$ cat src/rtl/fetch_hazard_ctrl_pkg.sv
// fetch_hazard_ctrl_pkg: shared pipeline constants, state encoding and hazard helper
package fetch_hazard_ctrl_pkg;
  typedef enum logic {ST_RUN = 1'b0, ST_FLUSH = 1'b1} state_t;
  localparam logic [4:0] REG_ZERO = 5'd0;
  localparam logic [31:0] NOP_INSN = 32'h0000_0000;
  function automatic logic load_use(input logic mem_read, input logic [4:0] ex_rt,
                                    input logic [4:0] rs, input logic [4:0] rt, input logic uses_rt);
    return mem_read && ex_rt != REG_ZERO && (ex_rt == rs || (uses_rt && ex_rt == rt));
  endfunction
endpackage

$ cat src/rtl/fetch_hazard_ctrl_if.sv
// fetch_hazard_ctrl_if: hazard inputs and pipeline-latch controls between fetch/decode and the controller
interface fetch_hazard_ctrl_if;
  logic [4:0] id_rs;
  logic [4:0] id_rt;
  logic id_uses_rt;
  logic ex_mem_read;
  logic [4:0] ex_rt;
  logic branch_taken;
  logic imem_ready;
  logic dmem_busy;
  logic pc_write;
  logic ifid_write;
  logic ifid_flush;
  logic idex_write;
  logic idex_bubble;
  modport master (output id_rs, id_rt, id_uses_rt, ex_mem_read, ex_rt, branch_taken, imem_ready, dmem_busy,
                  input pc_write, ifid_write, ifid_flush, idex_write, idex_bubble);
  modport slave (input id_rs, id_rt, id_uses_rt, ex_mem_read, ex_rt, branch_taken, imem_ready, dmem_busy,
                 output pc_write, ifid_write, ifid_flush, idex_write, idex_bubble);
endinterface

$ cat src/rtl/fetch_hazard_ctrl_sat_counter.sv
// sat_counter: up-counter that sticks at all-ones instead of wrapping
module sat_counter #(parameter int CNT_W = 16) (
  input  logic clk,
  input  logic reset,
  input  logic inc,
  input  logic clear,
  output logic [CNT_W-1:0] q
);
  always_ff @(posedge clk or posedge reset)
    if (reset) q <= '0;
    else if (clear) q <= '0;
    else if (inc && !(&q)) q <= q + 1'b1;
endmodule

$ cat src/rtl/fetch_hazard_ctrl.sv
// fetch_hazard_ctrl: PC/IF-ID/ID-EX sequencing with load-use, branch flush and dmem freeze handling
module fetch_hazard_ctrl
  import fetch_hazard_ctrl_pkg::*;
#(
  parameter int EXTRA_FLUSH = 0,
  parameter int CNT_W = 16
) (
  input  logic clk,
  input  logic reset,
  fetch_hazard_ctrl_if.slave hz,
  output logic [CNT_W-1:0] stall_cnt,
  output logic [CNT_W-1:0] flush_cnt
);
  state_t state, state_n;
  logic [2:0] flush_left, flush_left_n;
  logic lu;
  assign lu = load_use(hz.ex_mem_read, hz.ex_rt, hz.id_rs, hz.id_rt, hz.id_uses_rt);
  always_ff @(posedge clk or posedge reset)
    if (reset) begin
      state <= ST_RUN;
      flush_left <= 3'd0;
    end else begin
      state <= state_n;
      flush_left <= flush_left_n;
    end
  always_comb begin
    state_n = state;
    flush_left_n = flush_left;
    hz.pc_write = 1'b1;
    hz.ifid_write = 1'b1;
    hz.ifid_flush = 1'b0;
    hz.idex_write = 1'b1;
    hz.idex_bubble = 1'b0;
    if (reset) begin
      hz.pc_write = 1'b0;
      hz.ifid_write = 1'b0;
      hz.ifid_flush = 1'b1;
      hz.idex_bubble = 1'b1;
    end else if (hz.dmem_busy) begin
      hz.pc_write = 1'b0;
      hz.ifid_write = 1'b0;
      hz.idex_write = 1'b0;
    end else if (hz.branch_taken) begin
      hz.ifid_flush = 1'b1;
      hz.idex_bubble = 1'b1;
      state_n = EXTRA_FLUSH > 0 ? ST_FLUSH : ST_RUN;
      flush_left_n = 3'(EXTRA_FLUSH);
    end else if (state == ST_FLUSH) begin
      hz.pc_write = hz.imem_ready;
      hz.ifid_flush = 1'b1;
      flush_left_n = hz.imem_ready ? flush_left - 3'd1 : flush_left;
      state_n = hz.imem_ready && flush_left == 3'd1 ? ST_RUN : ST_FLUSH;
    end else if (lu) begin
      // the ID instruction is held even if I-mem misses, so no flush here
      hz.pc_write = 1'b0;
      hz.ifid_write = 1'b0;
      hz.idex_bubble = 1'b1;
    end else if (!hz.imem_ready) begin
      hz.pc_write = 1'b0;
      hz.ifid_flush = 1'b1;
    end
  end
  sat_counter #(.CNT_W(CNT_W)) u_stall (
    .clk(clk), .reset(reset), .inc(!hz.pc_write), .clear(1'b0), .q(stall_cnt)
  );
  sat_counter #(.CNT_W(CNT_W)) u_flush (
    .clk(clk), .reset(reset), .inc(hz.ifid_flush), .clear(1'b0), .q(flush_cnt)
  );
endmodule

$ cat src/flat_wrapper.sv
// flat-port wrapper written by rule: the top's interface ports become plain ports
module fetch_hazard_ctrl_flat import fetch_hazard_ctrl_pkg::*;
#(
  parameter int EXTRA_FLUSH = 0,
  parameter int CNT_W = 16
)
  (clk, reset, stall_cnt, flush_cnt, hz_id_rs, hz_id_rt, hz_id_uses_rt, hz_ex_mem_read, hz_ex_rt, hz_branch_taken, hz_imem_ready, hz_dmem_busy, hz_pc_write, hz_ifid_write, hz_ifid_flush, hz_idex_write, hz_idex_bubble);
  fetch_hazard_ctrl_if hz_i ();
  input  logic clk;
  input  logic reset;
  output logic [CNT_W-1:0] stall_cnt;
  output logic [CNT_W-1:0] flush_cnt;
  input wire logic [$bits(hz_i.id_rs)-1:0] hz_id_rs;
  input wire logic [$bits(hz_i.id_rt)-1:0] hz_id_rt;
  input wire logic [$bits(hz_i.id_uses_rt)-1:0] hz_id_uses_rt;
  input wire logic [$bits(hz_i.ex_mem_read)-1:0] hz_ex_mem_read;
  input wire logic [$bits(hz_i.ex_rt)-1:0] hz_ex_rt;
  input wire logic [$bits(hz_i.branch_taken)-1:0] hz_branch_taken;
  input wire logic [$bits(hz_i.imem_ready)-1:0] hz_imem_ready;
  input wire logic [$bits(hz_i.dmem_busy)-1:0] hz_dmem_busy;
  output wire logic [$bits(hz_i.pc_write)-1:0] hz_pc_write;
  output wire logic [$bits(hz_i.ifid_write)-1:0] hz_ifid_write;
  output wire logic [$bits(hz_i.ifid_flush)-1:0] hz_ifid_flush;
  output wire logic [$bits(hz_i.idex_write)-1:0] hz_idex_write;
  output wire logic [$bits(hz_i.idex_bubble)-1:0] hz_idex_bubble;
  assign hz_i.id_rs = hz_id_rs;
  assign hz_i.id_rt = hz_id_rt;
  assign hz_i.id_uses_rt = hz_id_uses_rt;
  assign hz_i.ex_mem_read = hz_ex_mem_read;
  assign hz_i.ex_rt = hz_ex_rt;
  assign hz_i.branch_taken = hz_branch_taken;
  assign hz_i.imem_ready = hz_imem_ready;
  assign hz_i.dmem_busy = hz_dmem_busy;
  assign hz_pc_write = hz_i.pc_write;
  assign hz_ifid_write = hz_i.ifid_write;
  assign hz_ifid_flush = hz_i.ifid_flush;
  assign hz_idex_write = hz_i.idex_write;
  assign hz_idex_bubble = hz_i.idex_bubble;
  fetch_hazard_ctrl #(.EXTRA_FLUSH(EXTRA_FLUSH), .CNT_W(CNT_W)) u_core (.clk(clk), .reset(reset), .hz(hz_i), .stall_cnt(stall_cnt), .flush_cnt(flush_cnt));
endmodule
$ cat config.mk
export PLATFORM = sky130hd
export DESIGN_NAME = fetch_hazard_ctrl_flat
export DESIGN_NICKNAME = d
export VERILOG_FILES = /design/src/rtl/fetch_hazard_ctrl_pkg.sv /design/src/rtl/fetch_hazard_ctrl_if.sv /design/src/rtl/fetch_hazard_ctrl_sat_counter.sv /design/src/rtl/fetch_hazard_ctrl.sv /design/src/flat_wrapper.sv
export SDC_FILE = /design/constraint.sdc
export NUM_CORES = 1
export LEC_CHECK = 0
export CORE_ASPECT_RATIO = 1.75
export CORE_MARGIN = 5
export CORE_UTILIZATION = 30
export DETAILED_ROUTE_END_ITERATION = 7
export DONT_BUFFER_PORTS = 1
export PLACE_DENSITY_LB_ADDON = 0.2
export SETUP_SLACK_MARGIN = 0.4
export SLEW_MARGIN = 30
export SYNTH_ARGS = -nofsm -noshare
export SYNTH_HDL_FRONTEND = slang
export SYNTH_HIERARCHICAL = 1
export SYNTH_SLANG_ARGS = --single-unit
$ cat constraint.sdc
create_clock -name clk -period 3.2 [get_ports clk]
set_input_delay 0.8 -clock clk [delete_from_list [all_inputs] [get_ports clk]]
set_output_delay 0.8 -clock clk [all_outputs]
set_load 0.02 [all_outputs]
==> impl_metrics.env <==
export IMPL_fin_nets=306
export IMPL_cts_made_buffers=5
export IMPL_grt_pass1_wl_um=10060
export IMPL_ys_ff_latch=36
export IMPL_hold_viol=0
export IMPL_die_w_um=75.95
export IMPL_drt_met1_wl_um=2125
export IMPL_design_area_um2=2713
export IMPL_syn_avg_cell_area_um2=8.552
export IMPL_dr_pass1_iters=4
export IMPL_r2r_slack_ps=880
export IMPL_first_global_vias=2055
export IMPL_finalMaxSlewViolations=0
export IMPL_maxCapViolCount=0
export IMPL_die_y_um=125.4
export IMPL_vdd_drop_max_v=0.0002201
export IMPL_dpl_worst_slack_ps=51.47
export IMPL_fin_worst_skew_ps=3.155
export IMPL_antenna_found_initial=0
export IMPL_multi_input_area_um2=1388
export IMPL_yosysSeqAreaShare=0.3945
export IMPL_drt_iter0_drc=36
export IMPL_fin_setup_tns_ps=0
export IMPL_fillers=797
export IMPL_postRouteAntennaNets=0
export IMPL_seq_area_um2=900.9
export IMPL_regToRegEndpoint="u_core/u_stall/q[12]"
export IMPL_utilization=0.3610
export IMPL_initial_utilization=0.3039
export IMPL_clkLatencyLatePin_ps=280
export IMPL_grt_max_degree=20
export IMPL_ios=59
export IMPL_ys_flop_type="dfrtp_1"
export IMPL_slew_headroom=0.3974
export IMPL_start_kind="input pin"
export IMPL_clk_pin_slew_ps=50
export IMPL_tightestPinTransition_ps=895.6
export IMPL_syn_to_final_growth_pct=18.79
export IMPL_die_area_um2=9525
export IMPL_antenna_cells=0
export IMPL_place_gp_congestion=0.8024
export IMPL_required_ps=2400
export IMPL_synth_edff_count=0
export IMPL_p_per_area_nw_per_um2=431.7
export IMPL_max_clock_freq_ghz=0.3484
export IMPL_cp_data_arrival_time_ps=2070
export IMPL_worstPathMaxFanout=5
export IMPL_drcViolationCount=0
export IMPL_wl_met3_um=293
export IMPL_p_leak_nw=1.032
export IMPL_power_mw=1.171
export IMPL_async_reset_ff_frac=1.000
export IMPL_status="complete, no violations"
export IMPL_wl_per_cell_um=15.96
export IMPL_gr_usage_all_layers=0.1280
export IMPL_syn_inst=267
export IMPL_period_share=0.8969
export IMPL_rr_startpoint="u_core/state"
export IMPL_cts_sinks=36
export IMPL_tritoncts="yes"
export IMPL_port_buffer_count=0
export IMPL_hold_path_class="in2async"
export IMPL_crit_path_end_kind="output port"
export IMPL_vias=2008
export IMPL_placed_area_um2=2440
export IMPL_fin_crit_ps=2870
export IMPL_core_um2=7515
export IMPL_yosysWarnings=6
export IMPL_top_layer="met4"
export IMPL_synthDistinctLibCells=41
export IMPL_cts_buffer_depth=2
export IMPL_finalWorstSetupSlack_ps=329.8
export IMPL_dpl_hpwl_um=4526
export IMPL_r2r_cells=6
export IMPL_final_setup_viol_count=0
export IMPL_rsz0062_at_grt="true"
export IMPL_syn_area_um2=2283
export IMPL_drt_wl_total_um=5891
export IMPL_num_rows=42
export IMPL_grt_overflow_total=0
export IMPL_crit_type="in2out"
export IMPL_drive_gt1_frac=0.1601
export IMPL_clock_root_buffer="clkbuf_16"
export IMPL_viasPerCell=5.442
export IMPL_dr_wl_met2_um=3332
export IMPL_ctsHtreeMaxLevel=2
-- cell usage after synthesis, types with 5 or more instances --
| library cell | count | area [µm²] |
|---|---|---|
| a31oi_1 | 5 | 31.28 |
| dfrtp_1 | 36 | 900.9 |
| nand2b_1 | 8 | 50.05 |
| nor3_1 | 6 | 30.03 |
| mux2_2 | 6 | 67.56 |
| nand3_1 | 12 | 60.06 |
| inv_1 | 16 | 60.06 |
| o21ai_0 | 15 | 75.07 |
| a21oi_1 | 18 | 90.09 |
| nor2_1 | 20 | 75.07 |
| o31ai_1 | 11 | 82.58 |
| or4_1 | 7 | 52.55 |
| nand2_1 | 21 | 78.83 |
| xnor2_1 | 10 | 87.58 |
| or3_1 | 16 | 100.1 |
-- worst max-delay path: stages --
cell and delay [ps]:
or4_4 530, o21ai_4 150, and2b_2 250, a21oi_4 170
buf_6 160
-- kinds of logic after synthesis --
| logic type | after synthesis | share of synthesized area |
|---|---|---|
| flip-flops | 36 | 0.3945 |
| multiplexers | 8 | 0.03835 |
| other | 1 | 0.001642 |
| XOR/XNOR | 10 | 0.03835 |
| adder cells (fa/ha/maj) | 4 | 0.02192 |
| buffers and inverters | 25 | 0.04383 |
| AO/OA/AOI/OAI | 69 | 0.1912 |
| AND/OR/NAND/NOR | 114 | 0.2701 |
-- worst max-delay path by stage --
stage / startpoint / endpoint / slack, ps / cells past startpoint
after CTS: hz_ex_rt[1] / hz_ifid_flush / 310 / 5
after global routing: hz_ex_rt[1] / hz_ifid_flush / 260 / 5
after floorplan: hz_ex_rt[1] / u_core/u_flush/q[13] / 30 / 9
after detailed placement: hz_ex_rt[1] / u_core/u_flush/q[15] / 50 / 8
final: hz_ex_rt[1] / hz_ifid_flush / 330 / 5
after global placement: hz_ex_rt[1] / u_core/u_flush/q[13] / 70 / 8
-- where the power goes --
| part | internal (mW) | leakage [nW] | total (mW) | switching (mW) |
|---|---|---|---|---|
| sequential | 0.463 | 0.499 | 0.485 | 0.0223 |
| combinational | 0.0419 | 0.443 | 0.0963 | 0.0544 |
| clock | 0.410 | 0.0901 | 0.590 | 0.180 |
-- state kept, by name (all words and copies together), names as in the netlist --
signal             count
u_core/u_flush/q      16
u_core/state           1
u_core/u_stall/q      16
u_core/flush_left      3
-- layer usage --
layer  GRT usage  vias to the layer above
li1            -                      991
met5           0                        -
met3     0.03309                       10
met4     0.06499                        0
met1      0.1266                      962
met2      0.2389                       45
-- cell usage in the layout (no fill, tap or decap), types with 3 or more instances in the layout --
cell,n
buf_4,5
xnor2_1,10
ha_1,4
mux2_2,6
a21oi_1,16
nand2b_1,8
nor2b_1,4
a211oi_1,4
dfrtp_1,36
a31oi_1,5
conb_1,8
or3_4,3
nand4_1,4
and3_1,4
nand2_1,20
nand3_2,3
clkbuf_16,5
or4_1,5
nand3_1,11
nor2_1,20
o31ai_1,10
buf_6,3
inv_1,16
o21ai_0,15
nor3_1,5
or3_1,13
-- per-stage QoR --
step           instances  hold WS, ps
2_1_floorplan        274        448.3
3_3_place_gp         358        478.3
3_5_place_dp         358        485.3
4_1_cts              367        308.8
5_1_grt              369        311.4
6_report             369        313.6
-- layout make-up --
| type | instances | area share |
|---|---|---|
| Tap cell | 88 | 0.04059 |
| Clock inverter | 1 | 0.01107 |
| Clock buffer | 7 | 0.05627 |
| Timing Repair Buffer | 8 | 0.02629 |
| Multi-Input combinational cell | 213 | 0.5115 |
| Inverter | 16 | 0.02214 |
| Sequential cell | 36 | 0.3321 |
-- what timing repair did --
action,CTS,global route
setup endpoints to repair,4,10
gates cloned,0,0
resized for setup,4,12
hold buffers,0,0
buffers inserted,1,2
pin swaps,2,5
No activity file was read; power rests on OpenSTA's default activity.
